File: config.mk
export PLATFORM = sky130hd
export DESIGN_NAME = vga_timing_flat
export DESIGN_NICKNAME = d
export VERILOG_FILES = /design/src/rtl/vga_timing_if.sv /design/src/rtl/vga_timing.sv /design/src/flat_wrapper.sv
export SDC_FILE = /design/constraint.sdc
export NUM_CORES = 1
export LEC_CHECK = 0
export ABC_CLOCK_PERIOD_IN_PS = 2540
export BUFFER_PORTS_ARGS = -buffer_cell sky130_fd_sc_hd__clkbuf_2
export CAP_MARGIN = 20
export CORE_MARGIN = 1.5
export CORE_UTILIZATION = 47
export CTS_CLUSTER_DIAMETER = 100
export DETAILED_ROUTE_END_ITERATION = 8
export MAX_ROUTING_LAYER = met4
export PLACE_DENSITY = 0.81
export SYNTH_ARGS = -nofsm -noshare
export SYNTH_HDL_FRONTEND = slang
export SYNTH_SLANG_ARGS = --single-unit
File: constraint.sdc
create_clock -name pclk -period 2.54 [get_ports pclk]
set_input_delay 0.127 -clock pclk [delete_from_list [all_inputs] [get_ports pclk]]
set_output_delay 0.127 -clock pclk [all_outputs]
set_load 0.02 [all_outputs]
File: src/rtl/vga_timing_if.sv
// Raster timing bundle from vga_timing to the draw stages.
// frame_cnt exists only with VGA_TIMING_FRAME_CNT_EN.
interface vga_timing_if;
  logic [10:0] hcount;
  logic [10:0] vcount;
  logic        hsync;
  logic        vsync;
  logic        hblnk;
  logic        vblnk;
  logic        frame_start;
`ifdef VGA_TIMING_FRAME_CNT_EN
  logic [15:0] frame_cnt;

  modport master (
    output hcount, vcount,
    output hsync, vsync,
    output hblnk, vblnk,
    output frame_start,
    output frame_cnt
  );

  modport slave (
    input hcount, vcount,
    input hsync, vsync,
    input hblnk, vblnk,
    input frame_start,
    input frame_cnt
  );
`else
  modport master (
    output hcount, vcount,
    output hsync, vsync,
    output hblnk, vblnk,
    output frame_start
  );

  modport slave (
    input hcount, vcount,
    input hsync, vsync,
    input hblnk, vblnk,
    input frame_start
  );
`endif
endinterface

File: src/rtl/vga_timing.sv
// Free-running XGA raster generator; all outputs registered.
// VGA_TIMING_FRAME_CNT_EN adds the completed-frame counter.
module vga_timing #(
  parameter int H_ACTIVE = 1024,
  parameter int H_FP     = 24,
  parameter int H_SYNC   = 136,
  parameter int H_TOTAL  = 1344,
  parameter int V_ACTIVE = 768,
  parameter int V_FP     = 3,
  parameter int V_SYNC   = 6,
  parameter int V_TOTAL  = 806
) (
  input  logic        pclk,
  input  logic        rst,
  vga_timing_if.master vga
);

  localparam logic [10:0] H_MAX = 11'(H_TOTAL - 1);
  localparam logic [10:0] V_MAX = 11'(V_TOTAL - 1);
  localparam logic [10:0] H_BLK = 11'(H_ACTIVE);
  localparam logic [10:0] V_BLK = 11'(V_ACTIVE);
  localparam logic [10:0] HS_ON = 11'(H_ACTIVE + H_FP);
  localparam logic [10:0] HS_OFF =
    11'(H_ACTIVE + H_FP + H_SYNC);
  localparam logic [10:0] VS_ON = 11'(V_ACTIVE + V_FP);
  localparam logic [10:0] VS_OFF =
    11'(V_ACTIVE + V_FP + V_SYNC);

  logic [10:0] hc, vc;
  logic [10:0] hc_n, vc_n;
  logic        h_end, v_end;
  logic        hs, vs, hb, vb, fs;

  // Flags are derived from the next counter pair so they
  // land in the same register stage as the counters.
  always_comb begin
    h_end = (hc == H_MAX);
    v_end = (vc == V_MAX);
    hc_n  = h_end ? 11'd0 : hc + 11'd1;
    vc_n  = vc;
    if (h_end)
      vc_n = v_end ? 11'd0 : vc + 11'd1;
  end

  always_ff @(posedge pclk or posedge rst) begin
    if (rst) begin
      hc <= '0;
      vc <= '0;
      hs <= 1'b0;
      vs <= 1'b0;
      hb <= 1'b0;
      vb <= 1'b0;
      fs <= 1'b0;
    end else begin
      hc <= hc_n;
      vc <= vc_n;
      hs <= (hc_n >= HS_ON) && (hc_n < HS_OFF);
      vs <= (vc_n >= VS_ON) && (vc_n < VS_OFF);
      hb <= (hc_n >= H_BLK);
      vb <= (vc_n >= V_BLK);
      fs <= h_end && v_end;
    end
  end

  assign vga.hcount      = hc;
  assign vga.vcount      = vc;
  assign vga.hsync       = hs;
  assign vga.vsync       = vs;
  assign vga.hblnk       = hb;
  assign vga.vblnk       = vb;
  assign vga.frame_start = fs;

`ifdef VGA_TIMING_FRAME_CNT_EN
  logic [15:0] fc;

  always_ff @(posedge pclk or posedge rst) begin
    if (rst)
      fc <= '0;
    else if (fs)
      fc <= fc + 16'd1;
  end

  assign vga.frame_cnt = fc;
`endif

endmodule

File: src/flat_wrapper.sv
// flat-port wrapper written by rule: the top's interface ports become plain ports
module vga_timing_flat 
#(
  parameter int H_ACTIVE = 1024,
  parameter int H_FP     = 24,
  parameter int H_SYNC   = 136,
  parameter int H_TOTAL  = 1344,
  parameter int V_ACTIVE = 768,
  parameter int V_FP     = 3,
  parameter int V_SYNC   = 6,
  parameter int V_TOTAL  = 806
)
  (pclk, rst, vga_hcount, vga_vcount, vga_hsync, vga_vsync, vga_hblnk, vga_vblnk, vga_frame_start);
  vga_timing_if vga_i ();
  input  logic pclk;
  input  logic rst;
  output wire logic [$bits(vga_i.hcount)-1:0] vga_hcount;
  output wire logic [$bits(vga_i.vcount)-1:0] vga_vcount;
  output wire logic [$bits(vga_i.hsync)-1:0] vga_hsync;
  output wire logic [$bits(vga_i.vsync)-1:0] vga_vsync;
  output wire logic [$bits(vga_i.hblnk)-1:0] vga_hblnk;
  output wire logic [$bits(vga_i.vblnk)-1:0] vga_vblnk;
  output wire logic [$bits(vga_i.frame_start)-1:0] vga_frame_start;
  assign vga_hcount = vga_i.hcount;
  assign vga_vcount = vga_i.vcount;
  assign vga_hsync = vga_i.hsync;
  assign vga_vsync = vga_i.vsync;
  assign vga_hblnk = vga_i.hblnk;
  assign vga_vblnk = vga_i.vblnk;
  assign vga_frame_start = vga_i.frame_start;
  vga_timing #(.H_ACTIVE(H_ACTIVE), .H_FP(H_FP), .H_SYNC(H_SYNC), .H_TOTAL(H_TOTAL), .V_ACTIVE(V_ACTIVE), .V_FP(V_FP), .V_SYNC(V_SYNC), .V_TOTAL(V_TOTAL)) u_core (.pclk(pclk), .rst(rst), .vga(vga_i));
endmodule
==> results.json, run 1 <==
{
  "core.rowCount": 19,
  "finalSetupViolations": 0,
  "power_density_nw_per_um2": 374,
  "core_area_um2": 2830,
  "fin_crit_sh": 0.952,
  "ffs_latches_synth": 26,
  "worst_ir_drop_vdd_v": 0.000213,
  "synthDistinctLibCells": 40,
  "syn_to_final_growth_pct": 18.3,
  "global_placement_routability_congestion": 0.931,
  "pre_cts_ws_ns": 0.129,
  "worst_hold_path_type": "in2async",
  "fp.dieH_um": 58.3,
  "finalHoldViolations": 0,
  "failed_checks": "DRC",
  "critPathLaunchType": "flop",
  "cts_tree": "done",
  "gr-usage-met1": 0.254,
  "layout_min_cycle_time_ns": 2.42,
  "synth_edf_count": 0,
  "die_ar_um2": 3400,
  "finish.instance_area_um2": 1700,
  "final_max_slew_viol_count": 0,
  "ioPinCount": 29,
  "tns_ns": 0,
  "tightest_slew_ns": 0.473,
  "post_cts_resize_count": 0,
  "dp_hpwl_mm": 2.48,
  "drt-vias-per-instance": 5.86,
  "cp_data_arrival_time_ns": 2.64,
  "cts_max_level": 1,
  "max_freq_mhz": 414,
  "yosysWarnings": 0,
  "numPortBuffers": 28,
  "yosys-top-cells-count": "26 x dfrtp_1, 11 x nand2_1, 9 x inv_1, 9 x nand3_1, 9 x o21ai_0",
  "synthesis.area_per_instance_um2": 9.71,
  "grt_antenna_before_repair": 0,
  "clock_path_buffers": 2,
  "status": "finished with violations",
  "clkSlewWorstSetupHoldPaths_ns": 0.14,
  "top_usage_layer": "met2",
  "yosys.area.top_type_share": 0.453,
  "relSlewSlack": 0.684,
  "syn-instance-count": 148,
  "design_power_total_uw": 635,
  "place.detailed.instances": 210,
  "dr_total_vias": 1271,
  "clkLatencyLatePin_ns": 0.32,
  "final_nets": 192,
  "synth_sequential_area_ratio": 0.453,
  "cap_violations": 0,
  "post-synth-top-count-cell": "dfrtp_1",
  "grt.overflow.total": 0,
  "worstSetupEndpointType": "flop",
  "grtUsageMet2": 0.360,
  "drt.antenna.violating_nets": 0,
  "netlist.top_cell.by_area": "dfrtp_1",
  "finalNonFillerCells": 217,
  "postSynth.asyncResetShare": 1.00,
  "grt.met3_usage": 0.0246,
  "clock_sinks": 26,
  "rsz0062_at_grt": "false",
  "routed_wl_mm": 3.30,
  "path_class": "reg2reg",
  "worst-path-max-fanout": 11,
  "critPathRequiredTime_ns": 2.76,
  "drc": 3,
  "largest_cells_by_area_after_synthesis": "dfrtp_1 45%, xnor2_1 3.7%, nand3_1 3.1%, o21ai_0 3.1%, nand2_1 2.9%",
  "detail_route.first_pass.iterations": 6,
  "grt_pass1_vias": 1192,
  "grtUsageTotal": 0.211,
  "floorplan.initialDensity": 0.508,
  "post_drt_wl_per_cell_um": 15.2,
  "drt_iter0_markers": 57,
  "antenna_cells": 0,
  "syn_nets": 153,
  "cts_root_buf": "clkbuf_4",
  "cellLeakagePower_uw": 0.000839,
  "grt_first_pass_wirelength_mm": 5.33,
  "cts_inserted_buffers": 3,
  "grt_max_degree": 27,
  "clock-skew-final_ns": 0.00367,
  "synthFlopType": "dfrtp_1",
  "post_synth_instance_area_um2": 1440,
  "timing.final.ws_setup_ns": 0.122,
  "chipWidth_um": 58.3,
  "final_layout_size_suffix_gt1_frac": 0.253,
  "place_area_um2": 1630
}
## per-layer routing
metal  wire length (um)  part of all wire
met1               1500              0.46
met2               1620              0.49
met3                123             0.037
met4                 58             0.018
met5                  0                 0
## timing repair
| item | CTS | global route |
|---|---|---|
| setup endpoints to repair | 0 | 1 |
| endpoints found under the hold margin | 0 | 11 |
| hold buffers | 0 | 1 |
| setup buffers | 0 | 1 |
## worst paths after layout
check,from,endpoint,slack (ns),cells past startpoint
setup / recovery,u_core.vga.vcount[2]$_DFF_PP0_,u_core.vga.vsync$_DFF_PP0_,0.12,6
hold / removal,rst,u_core.vga.hcount[8]$_DFF_PP0_,0.33,3
setup reg to reg,u_core.vga.vcount[2]$_DFF_PP0_,u_core.vga.vsync$_DFF_PP0_,0.12,6
hold reg to reg,u_core.vga.hcount[0]$_DFF_PP0_,u_core.vga.hcount[0]$_DFF_PP0_,0.50,1
max in group asynchronous,rst,u_core.vga.vcount[6]$_DFF_PP0_,1.74,4
min in group pclk,u_core.vga.hcount[0]$_DFF_PP0_,u_core.vga.hcount[0]$_DFF_PP0_,0.50,1
## worst max-delay path: stages, from the launching register on
cell and delay (ns):
dfrtp_1 0.53, nor4b_1 0.40, nand4_1 0.22, nand2_1 0.19, o31ai_1 0.11, or4_1 0.51
a2111oi_2 0.34
## flip-flops by register name (all words and copies together) (netlist names)
signal                  flops
u_core.vga.vblnk            1
u_core.vga.hsync            1
u_core.vga.vcount          11
u_core.vga.hcount          10
u_core.vga.hblnk            1
u_core.vga.frame_start      1
u_core.vga.vsync            1
## where the power goes
group	leakage [uW]	switching (uW)	internal, uW
clock network	0.0000210	121	87.6
logic	0.000469	8.76	3.74
registers	0.000349	0	414
## layout by cell type, fill, tap and decap left out, drive strengths merged, types with 2 or more instances in the layout
cell / count
nand2: 11
or3: 5
xnor2: 6
o21ai: 11
nor3: 3
ha: 3
and2: 6
nor4b: 2
or4: 2
nand3: 9
inv: 9
dfrtp: 26
clkbuf: 32
nand2b: 2
xor2: 4
nor2: 8
nand4: 5
mux2i: 2
and3: 5
a21oi: 7
o21bai: 2
buf: 9
a31oi: 3
## per-stage QoR
step                      hold WS [ns]   util
final                            0.332  0.601
after global routing             0.372  0.601
after CTS                       0.0285  0.589
after detailed placement         0.390  0.576
after global placement           0.374  0.576
after floorplan                  0.167      -
## layout make-up
cell class | instances | area [um2]
clock buffers | 4 | 36.3
fillers | 267 | 1130
inverters | 9 | 33.8
multi-input cells | 109 | 714
flip-flops and latches | 26 | 651
well taps | 31 | 38.8
repair buffers | 38 | 225
## cells by family (layout without fill, tap and decap cells)
family	count (synthesis)	in the layout	synth area share
XOR/XNOR	10	10	0.0610
adder cells (fa/ha/maj)	3	3	0.0261
AND/OR/NAND/NOR	64	64	0.261
multiplexers	2	2	0.0139
flip-flops	26	26	0.453
AO/OA/AOI/OAI	30	30	0.135
buffers and inverters	13	51	0.0496
Power figures use the tool's default switching activity.
==> run 2, diff against run 1 <==
--- a/config.mk
+++ b/config.mk
@@ -8,6 +8,7 @@
 export ABC_CLOCK_PERIOD_IN_PS = 2540
 export BUFFER_PORTS_ARGS = -buffer_cell sky130_fd_sc_hd__clkbuf_2
 export CAP_MARGIN = 20
+export CORE_ASPECT_RATIO = 0.5
 export CORE_MARGIN = 1.5
 export CORE_UTILIZATION = 47
 export CTS_CLUSTER_DIAMETER = 100
==> results.json, run 2 (synthesis gave the netlist of run 1 again) <==
{
  "r2r_cells": 8,
  "routed_wl_mm": 3.46,
  "clkSlewWorstSetupHoldPaths_ns": 0.09,
  "cp_num_buf_inv": 1,
  "post_drt_wl_per_cell_um": 15.4,
  "cpPeakStageDelay_ns": 0.41,
  "grtUsageTotal": 0.220,
  "rrSetupSlack_ns": 0.13,
  "cp_data_arrival_time_ns": 2.59,
  "routedLengthMet1_mm": 1.60,
  "fin_crit_sh": 0.950,
  "drt.antenna.violating_nets": 0,
  "cts_inserted_buffers": 3,
  "mostFrequentLayoutCells": "28 x clkbuf_2, 25 x dfrtp_1, 11 x nand2_1, 10 x buf_4",
  "status": "finished clean",
  "ioPinCount": 29,
  "place_area_um2": 1650,
  "detail_route.first_pass.iterations": 4,
  "place.detailed.instances": 218,
  "global_placement_routability_congestion": 0.833,
  "clock_sinks": 26,
  "final_nets": 194,
  "holdWs_ns": 0.282,
  "dp_hpwl_mm": 2.39,
  "power.clock.fraction": 0.448,
  "chipWidth_um": 81.2,
  "critPathLaunchType": "flop",
  "cts_root_buf": "clkbuf_8",
  "drt-vias-per-instance": 5.61,
  "p_seq_frac": 0.532,
  "route.met2.wl_mm": 1.63,
  "critical_path.reg2reg.endpoint": "u_core.vga.vsync$_DFF_PP0_",
  "path_class": "reg2reg",
  "die_ar_um2": 3420,
  "syn_to_final_growth_pct": 25.2,
  "grt_first_pass_wirelength_mm": 5.58,
  "worst_ir_drop_vdd_v": 0.000249,
  "core.rowCount": 13,
  "cts_max_level": 1,
  "finalNonFillerCells": 225,
  "top_signal_layer_used": "met4",
  "floorplan.initialDensity": 0.523,
  "worstSetupEndpointType": "flop",
  "dr_total_vias": 1263,
  "antenna_cells": 0,
  "grt_max_degree": 27,
  "timing.rr.start": "u_core.vga.hcount[0]$_DFF_PP0_",
  "comb_power_share": 0.020,
  "finish.instance_area_um2": 1800,
  "worst_hold_path_type": "in2async",
  "grt.overflow.total": 0,
  "p_sw_frac": 0.188,
  "power_density_nw_per_um2": 432,
  "relSlewSlack": 0.783,
  "grt_pass1_vias": 1163,
  "largest_reg_flops": 11,
  "core_area_um2": 2750,
  "drt_iter0_markers": 93,
  "fp.dieH_um": 42.1,
  "layout_min_cycle_time_ns": 2.41,
  "clock_path_buffers": 2,
  "clkLatencyLatePin_ns": 0.28,
  "sum_of_met3_wire_segment_lengths_after_detailed_routing_um": 186,
  "switching_power_uw": 146,
  "final_common_cell": "clkbuf_2",
  "critPathTopFamily": "compound AO/OA/AOI/OAI gates",
  "cts_tree": "done",
  "drc": 0,
  "worst-path-max-fanout": 7,
  "cap_violations": 0,
  "final_max_slew_viol_count": 0,
  "tightest_slew_ns": 0.317,
  "p_int_uw": 631,
  "critical_path_cell_count": 8,
  "worst_path_slowest_cell": "dfrtp_1",
  "numPortBuffers": 28,
  "max_freq_mhz": 414,
  "final_layout_size_suffix_gt1_frac": 0.287,
  "cellLeakagePower_uw": 0.000871,
  "finalHoldViolations": 0,
  "clock-skew-final_ns": 0.00451,
  "finalSetupViolations": 0,
  "critPathRequiredTime_ns": 2.71,
  "grt_antenna_before_repair": 0,
  "worstPathCellList": "ha_2, and2_1, and4_1, buf_4, nand2_1, mux2i_1, o221ai_1, a2111oi_2"
}
[run 2: worst max path at each step]
stage | start | endpoint
finish | u_core.vga.hcount[0]$_DFF_PP0_ | u_core.vga.vsync$_DFF_PP0_
global route | u_core.vga.vcount[1]$_DFF_PP0_ | u_core.vga.vsync$_DFF_PP0_
CTS | u_core.vga.vcount[1]$_DFF_PP0_ | u_core.vga.vsync$_DFF_PP0_
detailed placement | u_core.vga.vcount[1]$_DFF_PP0_ | u_core.vga.vsync$_DFF_PP0_
global placement | u_core.vga.vcount[1]$_DFF_PP0_ | u_core.vga.vsync$_DFF_PP0_
floorplan | u_core.vga.hcount[0]$_DFF_PP0_ | u_core.vga.vsync$_DFF_PP0_
[run 2: stage by stage]
step | setup TNS (ns) | setup slack [ns] | util | power, uW
detailed placement | 0 | 0.0208 | 0.601 | 431
floorplan | 0 | 0.162 | - | 428
global route | -0.00394 | -0.00394 | 0.654 | 799
finish | 0 | 0.126 | 0.654 | 777
CTS | 0 | 0.0597 | 0.629 | 777
global placement | 0 | 0.123 | 0.601 | 431
[run 2: power by group through the flow]
| stage | Sequential (uW) | Combinational [uW] | Clock [uW] |
|---|---|---|---|
| after floorplan | 422 | 6.15 | 0 |
| after global placement | 422 | 9.12 | 0 |
| after detailed placement | 422 | 9.34 | 0 |
| after CTS | 414 | 9.33 | 354 |
| after global routing | 414 | 17.9 | 368 |
| final | 414 | 15.3 | 348 |
[run 2: final cells by class]
cell class / instances / area (um2)
Fill cell: 211 / 951
Multi-Input combinational cell: 109 / 742
Sequential cell: 26 / 652
Timing Repair Buffer: 40 / 253
Tap cell: 37 / 46.3
Clock buffer: 3 / 41.3
Inverter: 9 / 33.8
Clock inverter: 1 / 30.0
[run 2: what timing repair did]
action | CTS | global route
endpoints found under the hold margin | 0 | 26
gates resized for setup | 1 | 5
setup endpoints to repair | 1 | 1
pin swaps | 0 | 3
hold buffers | 0 | 1
buffers inserted | 0 | 1
[run 2: worst reg2reg max path: cells and delay by family, from the launching register on]
kind	cells	cell delay [ns]
compound gates	2	0.60
simple gates	3	0.58
flops	1	0.41
mux	1	0.29
fa+ha+maj	1	0.24
buf+inv	1	0.19
[run 2: layer usage]
| layer | up-vias | track usage |
|---|---|---|
| met5 | - | - |
| met3 | 7 | 0.0587 |
| met1 | 592 | 0.283 |
| met2 | 48 | 0.337 |
| met4 | 0 | 0.0759 |
| li1 | 616 | - |
==> run 3, diff against run 2 <==
--- a/config.mk
+++ b/config.mk
@@ -8,7 +8,7 @@
 export ABC_CLOCK_PERIOD_IN_PS = 2540
 export BUFFER_PORTS_ARGS = -buffer_cell sky130_fd_sc_hd__clkbuf_2
 export CAP_MARGIN = 20
-export CORE_ASPECT_RATIO = 0.5
+export CORE_ASPECT_RATIO = 1.75
 export CORE_MARGIN = 1.5
 export CORE_UTILIZATION = 47
 export CTS_CLUSTER_DIAMETER = 100
==> results.json, run 3 (synthesis gave the netlist of run 1 again) <==
{
  "power.clock.fraction": 0.347,
  "clkLatencyLatePin_ns": 0.26,
  "clock_path_buffers": 2,
  "max_freq_mhz": 415,
  "ioPinCount": 29,
  "tightest_slew_ns": 0.985,
  "cellLeakagePower_uw": 0.000833,
  "finalHoldViolations": 0,
  "rsz0062_at_grt": "false",
  "comb_power_share": 0.013,
  "final_max_slew_viol_count": 0,
  "post_cts_resize_count": 0,
  "p_sw_frac": 0.195,
  "cap_violations": 0,
  "hold_buffers": 0,
  "critPathLaunch": "u_core.vga.vcount[2]$_DFF_PP0_",
  "timing.rr.start": "u_core.vga.vcount[2]$_DFF_PP0_",
  "worstSetupEndpointType": "flop",
  "grt_pass1_vias": 1302,
  "p_seq_frac": 0.640,
  "cts_tree": "done",
  "routed_wl_mm": 3.41,
  "finalNonFillerCells": 212,
  "status": "finished clean",
  "cts_max_level": 1,
  "layout_min_cycle_time_ns": 2.41,
  "mostFrequentLayoutCells": "28 x clkbuf_2, 26 x dfrtp_1, 11 x nand2_1",
  "design_power_total_uw": 646,
  "global_placement_routability_congestion": 0.910,
  "drt.antenna.violating_nets": 0,
  "dr_total_vias": 1274,
  "critPathLaunchType": "flop",
  "relSlewSlack": 0.343,
  "cp_data_arrival_time_ns": 2.56,
  "worst_hold_path_type": "in2async",
  "fp.dieH_um": 76.1,
  "finalSetupViolations": 0,
  "antenna_cells": 0,
  "place.detailed.instances": 209,
  "final_common_cell": "clkbuf_2",
  "path_class": "reg2reg",
  "drc": 0,
  "clock-skew-final_ns": 0.00187,
  "switching_power_uw": 126,
  "drt_iter0_markers": 28,
  "numPortBuffers": 28,
  "clock_sinks": 26,
  "largest_reg_flops": 11,
  "cts_root_buf": "clkbuf_8",
  "clkSlewWorstSetupHoldPaths_ns": 0.08,
  "dp_hpwl_mm": 2.58,
  "final_nets": 191,
  "core.rowCount": 26,
  "worst_ir_drop_vdd_v": 0.000283,
  "detail_route.first_pass.iterations": 4,
  "p_int_uw": 520,
  "utilization": 0.575,
  "die_ar_um2": 3410,
  "final_layout_size_suffix_gt1_frac": 0.250,
  "tns_ns": 0,
  "grtUsageTotal": 0.220,
  "floorplan.initialDensity": 0.491,
  "cts_inserted_buffers": 3,
  "post_drt_wl_per_cell_um": 16.1,
  "chipWidth_um": 44.8,
  "worst-path-max-fanout": 11,
  "critPathRequiredTime_ns": 2.69,
  "grt_antenna_before_repair": 0,
  "post-cts-setup-buffers": 0,
  "power_density_nw_per_um2": 384,
  "grt_first_pass_wirelength_mm": 5.73,
  "core_area_um2": 2930,
  "grt_max_degree": 27,
  "syn_to_final_growth_pct": 17.2,
  "drt-vias-per-instance": 6.01,
  "fin_crit_sh": 0.948,
  "grt.overflow.total": 0
}
[run 3: worst paths after layout]
path	end	slack (ns)	cells past startpoint
setup / recovery	u_core.vga.vsync$_DFF_PP0_	0.13	6
hold / removal	u_core.vga.vcount[5]$_DFF_PP0_	0.07	2
setup reg to reg	u_core.vga.vsync$_DFF_PP0_	0.13	6
hold reg to reg	u_core.vga.hcount[0]$_DFF_PP0_	0.52	1
max in group asynchronous	u_core.vga.hcount[9]$_DFF_PP0_	1.88	2
min in group pclk	u_core.vga.hcount[0]$_DFF_PP0_	0.52	1
[run 3: power groups by stage]
stage	clock network [uW]	registers (uW)	logic [uW]
floorplan	0	422	6.15
global placement	0	422	8.70
detailed placement	0	422	9.17
CTS	229	413	9.01
global route	241	414	10.1
finish	224	413	8.57
[run 3: metrics by stage]
stage	area, um2	setup slack, ns	hold slack (ns)
CTS	1680	0.161	0.0899
detailed placement	1640	0.179	0.384
finish	1680	0.131	0.0686
global route	1680	0.00446	0.139
global placement	1640	0.236	0.357
floorplan	1440	0.162	0.167
[run 3: cell type report]
cell class	count	area, um2
flip-flops and latches	26	651
well taps	28	35.0
inverters	9	33.8
repair buffers	37	208
multi-input cells	109	714
fillers	259	1240
clock buffers	3	41.3
[run 3: layer usage]
layer	share of wire	track usage	routed length, um	up-vias
li1	-	-	-	606
met1	0.39	0.253	1340	620
met2	0.55	0.359	1880	44
met3	0.045	0.0261	154	4
met4	0.012	0.112	42	0
met5	0	-	0	-
[run 3: worst max-delay path, cell delays in order, from the launching register on]
cell       delay, ns
dfrtp_1         0.53
nor4b_1         0.39
nand4_1         0.20
a21oi_1         0.19
o21ai_1         0.10
or4_1           0.54
a2111oi_2       0.35
